[config.mk]
export PLATFORM = sky130hd
export DESIGN_NAME = add_reservation_station
export DESIGN_NICKNAME = d
export VERILOG_FILES = /design/src/rtl/tomasulo_pkg.sv /design/src/rtl/add_reservation_station_rs_priority_pick.sv /design/src/rtl/add_reservation_station.sv
export SDC_FILE = /design/constraint.sdc
export NUM_CORES = 1
export LEC_CHECK = 0
export CORE_MARGIN = 4
export CORE_UTILIZATION = 50
export DETAILED_ROUTE_END_ITERATION = 8
export PLACE_DENSITY = 0.74
export SETUP_SLACK_MARGIN = 0.1
export SLEW_MARGIN = 0
export SYNTH_ARGS = -nofsm -noshare
export SYNTH_HDL_FRONTEND = slang
export SYNTH_SLANG_ARGS = --single-unit
[constraint.sdc]
create_clock -name clk -period 6.5 [get_ports clk]
set_clock_uncertainty 0.05 [all_clocks]
set_input_delay 1.3 -clock clk [delete_from_list [all_inputs] [get_ports clk]]
set_output_delay 1.3 -clock clk [all_outputs]
set_load 0.1 [all_outputs]
[src/rtl/tomasulo_pkg.sv]
// Shared constants for the Tomasulo-style issue/execute slice: operand and tag
// widths, the null producer tag, and the adder opcodes.
package tomasulo_pkg;

    localparam int TAG_W  = 3;
    localparam int DATA_W = 8;

    localparam logic [TAG_W-1:0] NULL_TAG = '0;

    localparam logic [7:0] OP_ADD = 8'h01;
    localparam logic [7:0] OP_SUB = 8'h02;

endpackage

[src/rtl/add_reservation_station_rs_priority_pick.sv]
// Find-first-set: returns the lowest-index asserted request and whether any
// request is asserted at all.
module rs_priority_pick #(
    parameter int N = 4
) (
    input  logic [N-1:0]         req,
    output logic [$clog2(N)-1:0] idx,
    output logic                 found
);

    localparam int IDX_W = $clog2(N);

    // NOTE: every output gets a default before the loop so no path leaves it unassigned (no latch).
    always_comb begin
        idx   = '0;
        found = 1'b0;
        // Descending scan: the last hit written is the lowest index.
        for (int i = N - 1; i >= 0; i--) begin
            if (req[i]) begin
                idx   = IDX_W'(i);
                found = 1'b1;
            end
        end
    end

endmodule

[src/rtl/add_reservation_station.sv]
// Adder reservation station: dual dispatch in, CDB snoop for missing operands,
// one operand-complete entry per cycle out to the adder FU.
module add_reservation_station #(
    parameter int DEPTH  = 4,
    parameter int DATA_W = tomasulo_pkg::DATA_W,
    parameter int TAG_W  = tomasulo_pkg::TAG_W
) (
    input  logic                       clk,
    input  logic                       rst_n,
    input  logic                       disp1_valid,
    input  logic [7:0]                 disp1_op,
    input  logic [TAG_W-1:0]           disp1_tag,
    input  logic [DATA_W-1:0]          disp1_vj,
    input  logic [DATA_W-1:0]          disp1_vk,
    input  logic [TAG_W-1:0]           disp1_qj,
    input  logic [TAG_W-1:0]           disp1_qk,
    input  logic                       disp2_valid,
    input  logic [7:0]                 disp2_op,
    input  logic [TAG_W-1:0]           disp2_tag,
    input  logic [DATA_W-1:0]          disp2_vj,
    input  logic [DATA_W-1:0]          disp2_vk,
    input  logic [TAG_W-1:0]           disp2_qj,
    input  logic [TAG_W-1:0]           disp2_qk,
    input  logic                       cdb_valid,
    input  logic [TAG_W-1:0]           cdb_tag,
    input  logic [DATA_W-1:0]          cdb_data,
    input  logic                       fu_ready,
    output logic                       iss_valid,
    output logic [7:0]                 iss_op,
    output logic [TAG_W-1:0]           iss_tag,
    output logic [DATA_W-1:0]          iss_vj,
    output logic [DATA_W-1:0]          iss_vk,
    output logic                       AR_Status,
    output logic [$clog2(DEPTH+1)-1:0] free_count,
    output logic                       overflow_err
);

    localparam int IDX_W = $clog2(DEPTH);
    localparam int CNT_W = $clog2(DEPTH + 1);

    function automatic logic cdb_hit(input logic v, input logic [TAG_W-1:0] ct,
                                     input logic [TAG_W-1:0] q);
        return v && (ct != '0) && (q == ct);
    endfunction

    logic [DEPTH-1:0]  valid_q;
    logic              overflow_q;
    logic [7:0]        op_q  [DEPTH];
    logic [TAG_W-1:0]  tag_q [DEPTH];
    logic [TAG_W-1:0]  qj_q  [DEPTH];
    logic [TAG_W-1:0]  qk_q  [DEPTH];
    logic [DATA_W-1:0] vj_q  [DEPTH];
    logic [DATA_W-1:0] vk_q  [DEPTH];

    logic [DEPTH-1:0] free_vec, free_vec2, ready_vec;
    logic [IDX_W-1:0] pick1_idx, pick2_idx, iss_idx;
    logic             pick1_found, pick2_found, iss_found;

    // Slots being issued this edge are still marked valid, so they are never
    // offered to dispatch until the following cycle.
    assign free_vec  = ~valid_q;
    assign free_vec2 = free_vec & ~(DEPTH'(1) << pick1_idx);

    always_comb begin
        for (int i = 0; i < DEPTH; i++) begin
            ready_vec[i] = valid_q[i] && (qj_q[i] == '0) && (qk_q[i] == '0);
        end
    end

    rs_priority_pick #(.N(DEPTH)) u_pick_free1 (
        .req   (free_vec),
        .idx   (pick1_idx),
        .found (pick1_found)
    );

    rs_priority_pick #(.N(DEPTH)) u_pick_free2 (
        .req   (free_vec2),
        .idx   (pick2_idx),
        .found (pick2_found)
    );

    rs_priority_pick #(.N(DEPTH)) u_pick_iss (
        .req   (ready_vec),
        .idx   (iss_idx),
        .found (iss_found)
    );

    // Slot 2 falls back to the first free slot when slot 1 is idle.
    logic             alloc1_en, alloc2_en, overflow_set, iss_fire;
    logic [IDX_W-1:0] alloc2_idx;

    assign alloc1_en    = disp1_valid && pick1_found;
    assign alloc2_en    = disp2_valid && (disp1_valid ? pick2_found : pick1_found);
    assign alloc2_idx   = disp1_valid ? pick2_idx : pick1_idx;
    assign overflow_set = (disp1_valid && !pick1_found) || (disp2_valid && !alloc2_en);
    assign iss_fire     = iss_found && fu_ready;

    // NOTE: sequential state uses non-blocking assignments so every flop samples pre-edge values.
    always_ff @(posedge clk or negedge rst_n) begin
        if (!rst_n) begin
            valid_q    <= '0;
            overflow_q <= 1'b0;
        end else begin
            if (iss_fire)     valid_q[iss_idx]    <= 1'b0;
            if (alloc1_en)    valid_q[pick1_idx]  <= 1'b1;
            if (alloc2_en)    valid_q[alloc2_idx] <= 1'b1;
            if (overflow_set) overflow_q          <= 1'b1;
        end
    end

    // NOTE: entry payload is not reset; valid_q alone decides whether a slot means anything.
    always_ff @(posedge clk) begin
        for (int i = 0; i < DEPTH; i++) begin
            if (valid_q[i] && cdb_hit(cdb_valid, cdb_tag, qj_q[i])) begin
                vj_q[i] <= cdb_data;
                qj_q[i] <= '0;
            end
            if (valid_q[i] && cdb_hit(cdb_valid, cdb_tag, qk_q[i])) begin
                vk_q[i] <= cdb_data;
                qk_q[i] <= '0;
            end
        end
        if (alloc1_en) begin
            op_q[pick1_idx]  <= disp1_op;
            tag_q[pick1_idx] <= disp1_tag;
            vj_q[pick1_idx]  <= cdb_hit(cdb_valid, cdb_tag, disp1_qj) ? cdb_data : disp1_vj;
            vk_q[pick1_idx]  <= cdb_hit(cdb_valid, cdb_tag, disp1_qk) ? cdb_data : disp1_vk;
            qj_q[pick1_idx]  <= cdb_hit(cdb_valid, cdb_tag, disp1_qj) ? '0 : disp1_qj;
            qk_q[pick1_idx]  <= cdb_hit(cdb_valid, cdb_tag, disp1_qk) ? '0 : disp1_qk;
        end
        if (alloc2_en) begin
            op_q[alloc2_idx]  <= disp2_op;
            tag_q[alloc2_idx] <= disp2_tag;
            vj_q[alloc2_idx]  <= cdb_hit(cdb_valid, cdb_tag, disp2_qj) ? cdb_data : disp2_vj;
            vk_q[alloc2_idx]  <= cdb_hit(cdb_valid, cdb_tag, disp2_qk) ? cdb_data : disp2_vk;
            qj_q[alloc2_idx]  <= cdb_hit(cdb_valid, cdb_tag, disp2_qj) ? '0 : disp2_qj;
            qk_q[alloc2_idx]  <= cdb_hit(cdb_valid, cdb_tag, disp2_qk) ? '0 : disp2_qk;
        end
    end

    always_comb begin
        iss_op  = '0;
        iss_tag = '0;
        iss_vj  = '0;
        iss_vk  = '0;
        if (iss_found) begin
            iss_op  = op_q[iss_idx];
            iss_tag = tag_q[iss_idx];
            iss_vj  = vj_q[iss_idx];
            iss_vk  = vk_q[iss_idx];
        end
    end

    always_comb begin
        free_count = '0;
        for (int i = 0; i < DEPTH; i++) begin
            if (!valid_q[i]) free_count = free_count + CNT_W'(1);
        end
    end

    assign iss_valid    = iss_found;
    assign AR_Status    = free_count < CNT_W'(2);
    assign overflow_err = overflow_q;

endmodule
== Word level (Yosys, flattened, before mapping) ==
Memories as Yosys holds them, arrays and structs flattened.
Cells that the tools add are included.

* Memory bits (writable): 132
* Memories: 6
* Output and inout bits: 33
* Input port bits: 83
* ROM bits: 0
* Register bits: 5
* Latch bits: 0

{| class="wikitable"
|+ Memory list
! memory !! depth !! width !! rd ports !! clocked after Yosys merged registers in !! wr ports !! line !! source
|-
| op_q || 4 || 8 || 1 || 0 || 2 || add_reservation_station.sv:48 || <nowiki>logic [7:0] op_q [DEPTH];</nowiki>
|-
| vj_q || 4 || 8 || 1 || 0 || 6 || add_reservation_station.sv:52 || <nowiki>logic [DATA_W-1:0] vj_q [DEPTH];</nowiki>
|-
| vk_q || 4 || 8 || 1 || 0 || 6 || add_reservation_station.sv:53 || <nowiki>logic [DATA_W-1:0] vk_q [DEPTH];</nowiki>
|-
| qj_q || 4 || 3 || 4 || 0 || 6 || add_reservation_station.sv:50 || <nowiki>logic [TAG_W-1:0] qj_q [DEPTH];</nowiki>
|-
| qk_q || 4 || 3 || 4 || 0 || 6 || add_reservation_station.sv:51 || <nowiki>logic [TAG_W-1:0] qk_q [DEPTH];</nowiki>
|-
| tag_q || 4 || 3 || 1 || 0 || 2 || add_reservation_station.sv:49 || <nowiki>logic [TAG_W-1:0] tag_q [DEPTH];</nowiki>
|}

* $add $sub $neg: 3
* Multipliers: 0
* Shift-type cells: 1
* Bitwise gates (word level): 7
* Div/mod/pow operators: 0
* Reduce and logical (&&, ||, !) cells: 49
* $lt $le $gt $ge: 7
* Mux-type cells: 71
* Eq/ne operators: 12

{| class="wikitable"
|+ Operator list
! cell !! count
|-
| 8-bit two-way mux || 7
|-
| 1-bit logical AND || 37
|-
| 1-bit two-way mux || 37
|-
| 3-bit == test || 12
|-
| 2-bit two-way mux || 14
|-
| 3-bit logical NOT || 8
|-
| 3-bit two-way mux || 7
|-
| 4-bit two-way mux || 3
|-
| 4-bit NOT || 3
|-
| 2-bit by 3-bit < comparator with 1-bit output (second input constant) || 3
|-
| 4-bit bitwise AND || 2
|-
| 4-bit OR || 2
|-
| 3-bit by 1-bit adder with 3-bit output (second input constant) || 2
|-
| 1-bit demux with 2-bit select || 3
|-
| 2-bit by 1-bit greater-or-equal comparator with 1-bit output (second input constant) || 3
|-
| 1-bit by 2-bit << shifter with 4-bit output (first input constant) || 1
|-
| 3-bit by 2-bit < comparator with 1-bit output (second input constant) || 1
|-
| 3-bit nonzero test || 1
|-
| 1-bit by 1-bit adder with 2-bit output (second input constant) || 1
|-
| 1-bit logical NOT || 2
|-
| 1-bit logical OR || 1
|}

== Longest topological paths before layout ==
* Word-level depth: 19
* Mapped depth: 10
* Depth with buffers taken out: 8

== Hierarchy ==
From an unflattened synthesis, not the netlist that was laid out.

* Cell total of the unflattened synthesis: 742
* Area, all modules: 8157.8 um^2

{| class="wikitable"
|+ By module, submodules not included
! module !! area each (um^2) !! instances !! cells each
|-
| add_reservation_station || 8052.7 || 1 || 721
|-
| rs_priority_pick || 35.0 || 3 || 7
|}

== Worst setup path before layout ==
No wires, ideal clock.

* Path type: reg2out
* Start point: register valid_q[0]
* End point: output AR_Status
* Arrival time: 4.007 ns
* Stages on the path, launching flop included: 9
* Path slack: 1.143 ns
* Path buffers: 1
* Path through: dfrtp_1 -> buf_4 -> inv_1 -> ha_1 -> xnor2_1 -> ha_1 -> nand2_1 -> xnor2_1 -> nor2_1

* Cells in the longest elaborated chain, start to end: 8

{| class="wikitable"
|+ Ends and longest elaborated chain
! element !! line !! source
|-
| start, declared || add_reservation_station.sv:46 || <nowiki>logic [DEPTH-1:0] valid_q;</nowiki>
|-
| start signal, assigned || add_reservation_station.sv:101 || <nowiki>valid_q <= '0;</nowiki>
|-
| start signal, assigned by index || add_reservation_station.sv:104 || <nowiki>if (iss_fire) valid_q[iss_idx] <= 1'b0;</nowiki>
|-
| start signal, assigned by index || add_reservation_station.sv:105 || <nowiki>if (alloc1_en) valid_q[pick1_idx] <= 1'b1;</nowiki>
|-
| 1-bit two-way mux (*) || add_reservation_station.sv:157 || <nowiki>if (!valid_q[i]) free_count = free_count + CNT_W'(1);</nowiki>
|-
| 1-bit by 1-bit adder with 2-bit output || add_reservation_station.sv:157 ||
|-
| 2-bit two-way mux (*) || add_reservation_station.sv:157 ||
|-
| 3-bit by 1-bit adder with 3-bit output || add_reservation_station.sv:157 ||
|-
| 3-bit two-way mux (*) || add_reservation_station.sv:157 ||
|-
| 3-bit by 1-bit adder with 3-bit output || add_reservation_station.sv:157 ||
|-
| 3-bit two-way mux (*) || add_reservation_station.sv:157 ||
|-
| named net free_count[2] || add_reservation_station.sv:34 || <nowiki>output logic [$clog2(DEPTH+1)-1:0] free_count,</nowiki>
|-
| 3-bit by 2-bit < comparator with 1-bit output (*) || add_reservation_station.sv:162 || <nowiki>assign AR_Status = free_count < CNT_W'(2);</nowiki>
|-
| end, declared || add_reservation_station.sv:33 || <nowiki>output logic AR_Status,</nowiki>
|}

The timed path passes the listed nets; every way through them passes the cells marked *.

== Final worst setup path ==
* Start point: register valid_q[2]
* End point: output iss_vk[1]

* Cells in the longest elaborated chain, start to end: 7

{| class="wikitable"
|+ Ends and longest elaborated chain
! element !! line !! source
|-
| 1-bit logical AND (*) (2 in series) || add_reservation_station.sv:66 || <nowiki>ready_vec[i] = valid_q[i] && (qj_q[i] == '0) && (qk_q[i] == '0);</nowiki>
|-
| 2-bit two-way mux (3 in series) || add_reservation_station_rs_priority_pick.sv:19 || <nowiki>if (req[i]) begin</nowiki>
|-
| memory 4 x 8 bit || -- ||
|-
| 8-bit two-way mux (*) || add_reservation_station.sv:146 || <nowiki>if (iss_found) begin</nowiki>
|-
| end, declared || add_reservation_station.sv:32 || <nowiki>output logic [DATA_W-1:0] iss_vk,</nowiki>
|}

Every way passes the cells marked *; elsewhere a longest branch is shown, timed or not.

==> run_results.csv <==
group,metric,value,unit
placed_design,place_inst,1040,
hold_path,hp-class,"reg2reg",
yosys,synth-seq-cells,137,
timing,setup_viol,0,
route,firstDrtPassIters,5,
timing,period_share,85.0,%
pwr,clockPowerShare,30.9,%
route,post-route-drc-count,0,
cts,cts_buffers,17,
layout,syn_to_final_growth,24.3,%
critical_path,crit_arrival,4.18,ns
critical_path,path_class,"reg2out",
floorplan,rows,46,
route,vias_per_cell,6.50,
cts,cts_setup_buffers,0,
pwr,ir_drop,0.213,mV
yosys,synth_area,0.00802,mm²
timing,hold_viol,0,
pwr,internal_power,2.06,mW
pwr,p_sw,1.06,mW
cts,clock_latency,0.42,ns
cts,cts_tree,"built",
timing,slew_headroom,18.4,%
cts,post_cts_resized,0,
floorplan,initial_core_util,50.7,%
timing,tightestPinTransition,1.22,ns
yosys,synthCells,755,
cts,cts.sinks,137,
critical_path,crit_fanout,31,
timing,tns,0,ns
critical_path,reg2reg_slack,3.23,ns
pwr,pwr-share-comb,29.7,%
global_route,antenna_found_initial,0,
timing,fmax,181,MHz
pwr,p_leak,3.46,nW
timing,fin_crit,5.53,ns
placed_design,io_buffers,115,
layout,nNetsFinal,930,
floorplan,die_area,0.0181,mm²
route,wirelength,24.3,mm
global_route,overflow,0,
global_route,grt_pass1_vias,6835,
yosys,synth_fp_nets,842,
run_status,outcome,"finished clean",
yosys,ys_seq_area_share,51.0,%
placed_design,hpwl,16.7,mm
layout,fillers,1240,
critical_path,crit_required,5.15,ns
cts,clk_pin_slew,0.05,ns
route,wl_per_cell,22.7,µm
route,ant_nets,0,
pwr,seqPwrFrac,39.4,%
global_route,grt_pass1_wl,37.0,mm
layout,instances_no_fill,1071,
yosys,ys.flop_type,"edfxtp_1",
layout,drive_above_1_share,13.0,%
pwr,sw_frac_of_total,34.0,%
yosys,netlist-cell-type-count,61,
layout,n_antenna_cell,0,
cts,clockBufferDepth,2,
pwr,powerDensity,313,mW/mm²
cts,postCtsHoldBufs,0,
cts,clock-root-buffer,"clkbuf_16",
timing,drv_slew,0,
yosys,postSynthAreaPerCell,10.6,µm²
yosys,synthArstFlopShare,3.65,%
route,num_vias,6957,
layout,multi_input_area,0.00374,mm²
cts,cts_max_level,4,
floorplan,chipHeight,135,µm
timing,rsz0062_at_grt,"no",
layout,seq_area,0.00409,mm²
flow_run,cap_viol_max_count,0,
floorplan,die_w,135,µm
placed_design,gp_congestion,0.971,
floorplan,core,0.0158,mm²
timing,holdWs,0.448,ns
critical_path,cp-start-kind,"register",
critical_path,end_kind,"output pin",
yosys,ys_warn_count,0,
global_route,grt_max_degree,32,
yosys,synth_enable_flop_cells,132,
floorplan,ios,116,
global_route,gr-usage-all-layers,26.4,%
route,drtIter0Drc,898,
[layout make-up]
cell class              count  share of cell area (%)
multi-input cells         548                    37.5
clock buffers              18                    4.30
well taps                 216                    2.71
inverters                  10                   0.376
clock inverters            13                    1.53
repair buffers            129                    12.6
flip-flops and latches    137                    41.0
[critical path: stages, from the launching register on]
cell,delay [ns]
dfrtp_1,0.65
or3b_2,0.54
nor2_4,0.72
a22oi_1,0.20
a2bb2oi_1,0.18
a21oi_1,0.28
clkdlybuf4s50_1,1.19
[logic make-up (layout without fill, tap and decap cells)]
| kind of cell | Yosys count | in the layout | share of synthesized area [%] |
|---|---|---|---|
| multiplexers | 35 | 35 | 4.90 |
| flip-flops | 137 | 137 | 51.0 |
| buffers and inverters | 70 | 170 | 4.10 |
| AND/OR/NAND/NOR | 212 | 212 | 12.5 |
| XOR/XNOR | 39 | 39 | 4.26 |
| AO/OA/AOI/OAI | 258 | 258 | 22.6 |
| adder cells (fa/ha/maj) | 4 | 4 | 0.624 |
[Yosys cell counts, types with 10 or more instances]
library cell / count / area, µm²
a2bb2oi_1: 27 / 236
inv_1: 10 / 37.5
buf_2: 15 / 75.1
a22oi_1: 27 / 203
clkbuf_1: 27 / 101
nand2_1: 96 / 360
edfxtp_1: 132 / 3960
buf_4: 10 / 75.1
a21oi_1: 77 / 385
nor3_1: 16 / 80.1
xor2_1: 24 / 210
mux2_2: 34 / 383
xnor2_1: 15 / 131
nor2_1: 41 / 154
o22ai_1: 73 / 457
nand2b_1: 21 / 131
[sequential cells by signal, indices dropped and copies added, names as in the netlist]
signal and flops:
tag_q 12, vk_q 32, op_q 32, qk_q 12, valid_q 4, overflow_err 1, vj_q 32, qj_q 12
[per-stage QoR]
| stage | utilization, % | setup WS, ns | instance area, µm² | power (mW) |
|---|---|---|---|---|
| floorplan | - | 1.14 | 8020 | 1.85 |
| global placement | 59.3 | 1.54 | 9390 | 2.13 |
| global route | 63.0 | 0.879 | 9970 | 3.23 |
| CTS | 63.0 | 0.990 | 9970 | 3.11 |
| detailed placement | 59.3 | 1.44 | 9390 | 2.16 |
| finish | 63.0 | 0.974 | 9970 | 3.12 |
[power by group through the flow]
stage | registers, mW | clock network, mW | logic (mW)
after floorplan | 1.21 | 0 | 0.635
after global placement | 1.24 | 0 | 0.888
after detailed placement | 1.24 | 0 | 0.912
after CTS | 1.23 | 0.967 | 0.919
after global routing | 1.24 | 1.00 | 0.983
final | 1.23 | 0.964 | 0.928
[final timing paths]
kind,cells after the start,to,startpoint
worst max-delay path,6,iss_vk[1],valid_q[2]$_DFF_PN0_
worst min-delay path,1,overflow_err$_DFFE_PN0P_,overflow_err$_DFFE_PN0P_
worst max register to register,7,op_q[2][6]$_DFFE_PP_,valid_q[0]$_DFF_PN0_
worst min register to register,1,overflow_err$_DFFE_PN0P_,overflow_err$_DFFE_PN0P_
max in group asynchronous,1,valid_q[2]$_DFF_PN0_,rst_n
min in group asynchronous,1,valid_q[0]$_DFF_PN0_,rst_n
[metal layers]
layer / part of all wire (%) / GRT usage (%) / wire length [µm] / vias to the layer above
li1: - / - / - / 3091
met1: 40 / 34.9 / 9710 / 3339
met2: 48 / 42.9 / 11700 / 465
met3: 9.6 / 5.66 / 2340 / 62
met4: 2.5 / 10.4 / 602 / 0
met5: 0 / 0 / 0 / -
[placed cells by master, fill, tap and decap left out, types with 5 or more instances in the layout]
cell,netlist,routed
edfxtp_1,132,132
clkdlybuf4s50_1,0,115
nand2_1,96,96
a21oi_1,77,77
o22ai_1,73,73
nor2_1,41,40
mux2_2,34,34
a22oi_1,27,27
a2bb2oi_1,27,27
xor2_1,24,24
nand2b_1,21,21
clkbuf_16,0,17
nor3_1,16,16
xnor2_1,15,15
buf_4,10,14
inv_1,10,10
nand4_1,8,8
o221a_2,8,8
o221a_1,8,8
dfrtp_1,5,5
Note: power is estimated with default switching activity, not from simulation.
